[src/rtl/swbox_cfg_pkg.sv]
// Shared definitions for the switch-box configuration loader.
//   cfg_state_t : loader state (LOAD accepts frame words, DRAIN discards the
//                 rest of an over-long frame, COMMIT is the one-cycle
//                 shadow-to-active transfer).
//   SEL_ILLEGAL : the only 2-bit select code the switch box does not define.
//   nwords()    : number of WORD_W-bit words needed to carry W*8 config bits.
package swbox_cfg_pkg;

    typedef enum logic [1:0] {
        LOAD   = 2'd0,
        DRAIN  = 2'd1,
        COMMIT = 2'd2
    } cfg_state_t;

    localparam logic [1:0] SEL_ILLEGAL = 2'b11;

    function automatic int nwords(input int w, input int word_w);
        return (w * 8 + word_w - 1) / word_w;
    endfunction

endpackage

[src/rtl/swbox_cfg_field_check.sv]
// Combinational scan of a full configuration image for illegal select codes.
//   cfg     : CFG_W-bit configuration image (2-bit select fields, LSB first)
//   illegal : 1 when any 2-bit field equals SEL_ILLEGAL
module swbox_cfg_field_check
    import swbox_cfg_pkg::*;
#(
    parameter int CFG_W = 56
) (
    input  logic [CFG_W-1:0] cfg,
    output logic             illegal
);

    logic [CFG_W/2-1:0] field_bad;

    generate
        for (genvar gi = 0; gi < CFG_W / 2; gi++) begin : g_field
            assign field_bad[gi] = (cfg[2*gi +: 2] == SEL_ILLEGAL);
        end
    endgenerate

    assign illegal = |field_bad;

endmodule

[src/rtl/swbox_cfg_loader.sv]
// Word-serial configuration loader for one universal_switch_box.
// Words of a frame are collected into a shadow image and copied to the
// active select bus c in a single cycle, so the switch box never sees a
// partially written configuration.
//
// Ports:
//   clk, rst_n  : clock, asynchronous active-low reset
//   cfg_valid/cfg_ready/cfg_data/cfg_last : word stream, first word = LSBs
//   cfg_abort   : synchronous abort, overrides everything else
//   c           : active select bus (CFG_W = W*8 bits), registered
//   cfg_done    : one-cycle pulse when a new configuration becomes active
//   cfg_err     : sticky short/long frame (or illegal code) error flag
//
// Build option: define SWBOX_CFG_CODE_CHECK_EN to refuse committing any
// image containing a 2'b11 select code.
module swbox_cfg_loader
    import swbox_cfg_pkg::*;
#(
    parameter int W      = 7,
    parameter int WORD_W = 8
) (
    input  logic                clk,
    input  logic                rst_n,
    input  logic                cfg_valid,
    output logic                cfg_ready,
    input  logic [WORD_W-1:0]   cfg_data,
    input  logic                cfg_last,
    input  logic                cfg_abort,
    output logic [W*8-1:0]      c,
    output logic                cfg_done,
    output logic                cfg_err
);

    localparam int CFG_W  = W * 8;
    localparam int NWORDS = nwords(W, WORD_W);
    localparam int CNT_W  = (NWORDS > 1) ? $clog2(NWORDS) : 1;
    localparam logic [CNT_W-1:0] LAST_IDX = CNT_W'(NWORDS - 1);

    cfg_state_t        state_reg, state_next;
    logic [CNT_W-1:0]  word_cnt_reg, word_cnt_next;
    logic [CFG_W-1:0]  c_reg, c_next;
    logic              done_reg, done_next;
    logic              err_reg, err_next;
    logic              load_we;
    logic [NWORDS-1:0] word_we;
    logic [CFG_W-1:0]  shadow;
    logic              code_illegal;
    logic              accept;

    assign cfg_ready = (state_reg != COMMIT);
    assign accept    = cfg_valid & cfg_ready;

    // Shadow image: one register slice per word. The final word's slice is
    // narrower when CFG_W is not a multiple of WORD_W, which drops the
    // surplus upper bits of that word.
    generate
        for (genvar gi = 0; gi < NWORDS; gi++) begin : g_word
            localparam int LO  = gi * WORD_W;
            localparam int WID = (CFG_W - LO < WORD_W) ? (CFG_W - LO) : WORD_W;

            logic [WID-1:0] part_reg;

            assign word_we[gi] = load_we & (word_cnt_reg == CNT_W'(gi));

            always_ff @(posedge clk or negedge rst_n) begin
                if (!rst_n) begin
                    part_reg <= '0;
                end else if (word_we[gi]) begin
                    part_reg <= cfg_data[WID-1:0];
                end
            end

            assign shadow[LO +: WID] = part_reg;
        end
    endgenerate

`ifdef SWBOX_CFG_CODE_CHECK_EN
    swbox_cfg_field_check #(
        .CFG_W (CFG_W)
    ) u_field_check (
        .cfg     (shadow),
        .illegal (code_illegal)
    );
`else
    assign code_illegal = 1'b0;
`endif

    always_ff @(posedge clk or negedge rst_n) begin
        if (!rst_n) begin
            state_reg    <= LOAD;
            word_cnt_reg <= '0;
            c_reg        <= '0;
            done_reg     <= 1'b0;
            err_reg      <= 1'b0;
        end else begin
            state_reg    <= state_next;
            word_cnt_reg <= word_cnt_next;
            c_reg        <= c_next;
            done_reg     <= done_next;
            err_reg      <= err_next;
        end
    end

    always_comb begin
        state_next    = state_reg;
        word_cnt_next = word_cnt_reg;
        c_next        = c_reg;
        done_next     = 1'b0;
        err_next      = err_reg;
        load_we       = 1'b0;

        if (cfg_abort) begin
            // Abort discards the frame in progress, including a pending
            // commit; the active image is left untouched.
            state_next    = LOAD;
            word_cnt_next = '0;
            err_next      = 1'b0;
        end else begin
            case (state_reg)
                LOAD: begin
                    if (accept) begin
                        load_we = 1'b1;
                        if (word_cnt_reg == LAST_IDX) begin
                            word_cnt_next = '0;
                            if (cfg_last) begin
                                state_next = COMMIT;
                            end else begin
                                err_next   = 1'b1;
                                state_next = DRAIN;
                            end
                        end else if (cfg_last) begin
                            err_next      = 1'b1;
                            word_cnt_next = '0;
                        end else begin
                            word_cnt_next = word_cnt_reg + 1'b1;
                        end
                    end
                end
                DRAIN: begin
                    if (accept && cfg_last) begin
                        state_next    = LOAD;
                        word_cnt_next = '0;
                    end
                end
                COMMIT: begin
                    state_next    = LOAD;
                    word_cnt_next = '0;
                    if (code_illegal) begin
                        err_next = 1'b1;
                    end else begin
                        c_next    = shadow;
                        done_next = 1'b1;
                        err_next  = 1'b0;
                    end
                end
                default: begin
                    state_next    = LOAD;
                    word_cnt_next = '0;
                end
            endcase
        end
    end

    assign c        = c_reg;
    assign cfg_done = done_reg;
    assign cfg_err  = err_reg;

endmodule

[config.mk]
export PLATFORM = sky130hd
export DESIGN_NAME = swbox_cfg_loader
export DESIGN_NICKNAME = d
export VERILOG_FILES = /design/src/rtl/swbox_cfg_pkg.sv /design/src/rtl/swbox_cfg_field_check.sv /design/src/rtl/swbox_cfg_loader.sv
export SDC_FILE = /design/constraint.sdc
export NUM_CORES = 1
export LEC_CHECK = 0
export CAP_MARGIN = 20
export CORE_MARGIN = 2
export CORE_UTILIZATION = 45
export DETAILED_ROUTE_END_ITERATION = 10
export PLACE_DENSITY = 0.79
export SLEW_MARGIN = 40
export SYNTH_ARGS = -nofsm -noshare
export SYNTH_HDL_FRONTEND = slang
export SYNTH_SLANG_ARGS = --single-unit
export TNS_END_PERCENT = 30
[constraint.sdc]
create_clock -name clk -period 1.87 [get_ports clk]
set_input_delay 0.374 -clock clk [delete_from_list [all_inputs] [get_ports clk]]
set_output_delay 0.374 -clock clk [all_outputs]
set_load 0.02 [all_outputs]
==> qor.csv <==
stage;metric;value;unit
placed_design;IO Port Bufs;71;
worst_setup_path;Worst setup EP type;output pin;
floorplan;Core Area;10100;µm²
power;Max IR drop VDD;573;µV
placed_design;global placement routability congestion;0.779;
worst_setup_path;Worst Path Class, Setup;register to output pin;
final_layout;nets;399;
worst_setup_path;Worst path slowest cell;clkdlybuf4s50_1;
route;DR WL met3;367;µm
outcome;status;completed;
route;DR iter-0 viols;119;
route;DR pass1 iterations;6;
final_layout;commonest non-fill, non-tap cell in the layout;dfrtp_1;
final_layout;Diodes inserted;0;
final_layout;fraction of layout cells with a size suffix above 1;42.1;%
yosys;Syn Area/Cell;16.5;µm²
sta;Clock Skew;12.3;ps
floorplan;die height;105;µm
floorplan;row cnt;37;
final_layout;area grow syn2layout;36.9;%
sta;Setup TNS Final;0;ps
clocking;CTS root buf;clkbuf_8;
clocking;later-pin clock latency in the skew report;510;ps
clocking;CTS Sinks;119;
worst_setup_path;crit start category;register;
route;drt via density;5.04;
global_routing;largest net degree at the start of global routing;55;
clocking;Setup Fix Bufs, Post-CTS;0;
yosys;sequential area share after synthesis;64.4;%
worst_setup_path;crit path cell chain;clkdlybuf4s50_1;
route;Final ANT Viol Nets;0;
power;leakage power;3.69;nW
placed_design;DP Cell Count;497;
power;power share of the clock group;49.6;%
sta;post-route setup slack;38.6;ps
floorplan;IO Count;72;
sta;Rel. slew slack;65.0;%
route;wl on met1;4320;µm
power;power density cells;977;nW/µm²
floorplan;die width;105;µm
final_layout;most frequent cells in the layout;dfrtp_1 (119), mux2_2 (109), dlymetal6s2s_1 (35);
min_path;worst hold path class;primary input to asynchronous set/reset pin;
route;Highest Signal Layer;met4;
worst_setup_path;Top Family by Delay on Critical Path;buffers and inverters;
route;WL final;9630;µm
final_layout;final core occ;62.4;%
clocking;clk slew on worst S/H paths;60;ps
sta;fin crit share;97.9;%
sta;Tmin final;1830;ps
power;sw power;1.34;mW
global_routing;first-pass GRT wire length;15400;µm
global_routing;antenna violations before repair;0;
clocking;total CTS buffers;17;
floorplan;die area;11100;µm²
flow_run;max-cap viol count;0;
route;wire per inst;18.2;µm
global_routing;GRT Total Usage;18.4;%
sta;Final Slew Violations;0;
worst_setup_path;Worst EP arrival;1460;ps
final_layout;post-route insts no fill;530;
route;DRC Markers;0;
route;WL met2;4840;µm
clocking;CTS Buffer Depth;2;
yosys;net count after synthesis;298;
clocking;Clock H-tree levels;4;
global_routing;vias in the first global route;2875;
placed_design;DPL Wire Length;6340;µm
yosys;synthesized cell area;4630;µm²
power;register share of total power;45.3;%
worst_setup_path;CP max FO;2;
power;combinational power share;5.1;%
sta;final hold viol count;0;
floorplan;Initial Util;45.6;%
clocking;TritonCTS clock tree;built;
yosys;number of synthesis warnings;0;
sta;unrepaired setup endpoints after global routing;false;
worst_setup_path;WP data required;1500;ps
sta;# setup viols final;0;
power;Net Sw Frac;21.6;%
final_layout;Fill cells;742;
yosys;post-synthesis cell count;280;
global_routing;total gr overflow;0;
yosys;synthesized flop and latch total;119;
route;vias;2672;
worst_setup_path;Critical Path Max Stage Delay;600;ps
worst_setup_path;Critical path buffers and inverters;1;
yosys;Synth cell types;29;
sta;measured slew at the worst slew-check pin;512;ps
placed_design;dpl ws;-243;ps
sta;Max Clock Freq;546;MHz
power;internal cell power;4.85;mW
==> stage by stage <==
stage | hold slack [ps] | total power, mW | area (µm²)
6_report | 346 | 6.19 | 6330
5_1_grt | 368 | 6.41 | 6330
4_1_cts | 350 | 6.25 | 6250
3_5_place_dp | 339 | 3.16 | 5680
3_3_place_gp | 330 | 3.14 | 5680
2_1_floorplan | 78.4 | 2.98 | 4630
==> path summary, 6_finish.rpt <==
| path | startpoint | end | slack, ps | depth (start not counted) |
|---|---|---|---|---|
| max | c[13] | c[13] | 40 | 1 |
| min | rst_n | g_word[2].part_reg[3] | 350 | 2 |
| max reg2reg | word_cnt_reg[0] | g_word[2].part_reg[1] | 140 | 6 |
| min reg2reg | c[25] | c[25] | 480 | 1 |
| max in group asynchronous | rst_n | g_word[4].part_reg[5] | 870 | 3 |
| min in group clk | c[25] | c[25] | 480 | 1 |
==> layout make-up <==
cell class | instances | area, µm² | area share [%]
sequential | 119 | 2980 | 47.0
timing repair buffer | 89 | 1020 | 16.1
clock inverter | 12 | 128 | 2.02
clock buffer | 20 | 445 | 7.04
inverter | 4 | 15.0 | 0.237
multi-input combinational | 150 | 1580 | 24.9
tap | 136 | 170 | 2.69
==> cell usage after synthesis <==
library cell,number,area [µm²]
mux2_2,109,1230
buf_2,2,10.0
nand2_2,1,6.26
mux2_1,4,45.0
mux2i_1,1,10.0
o21a_1,1,7.51
and4_1,2,17.5
a21boi_1,1,7.51
a2111oi_0,1,8.76
o22ai_1,1,6.26
inv_1,4,15.0
nor2b_1,1,6.26
buf_4,1,7.51
buf_6,4,45.0
nand3_2,1,10.0
nand2_1,6,22.5
and4bb_2,2,25.0
xnor2_1,1,8.76
ha_1,5,62.6
dfrtp_1,119,2980
nand2b_1,1,6.26
and3_1,1,6.26
a31oi_1,1,6.26
nor4b_4,1,23.8
nand4b_1,1,8.76
a32o_1,1,10.0
nor2_1,5,18.8
nand2b_2,1,8.76
and4b_1,1,10.0
==> what timing repair did <==
item	CTS	global route
setup endpoints to repair	10	36
pin swaps	0	0
gates resized for setup	11	36
hold buffers	1	0
endpoints found under the hold margin	29	0
==> logic make-up after synthesis <==
| group | synth area share, % |
|---|---|
| AND/OR/NAND/NOR | 3.68 |
| adder cells (fa/ha/maj) | 1.35 |
| XOR/XNOR | 0.189 |
| flip-flops | 64.4 |
| AO/OA/AOI/OAI | 1.00 |
| multiplexers | 27.7 |
| buffers and inverters | 1.68 |
==> metal layers <==
metal / track usage [%] / up-vias
li1: - / 1207
met1: 24.5 / 1394
met2: 29.4 / 60
met3: 5.26 / 11
met4: 5.14 / 0
met5: 0 / -
==> power groups by stage <==
stage	clock (mW)	combinational, mW	sequential, mW
3_3_place_gp	0	0.305	2.83
5_1_grt	3.25	0.350	2.82
2_1_floorplan	0	0.159	2.82
3_5_place_dp	0	0.320	2.84
4_1_cts	3.12	0.325	2.80
6_report	3.07	0.315	2.80
(Power assumes the default switching activity.)
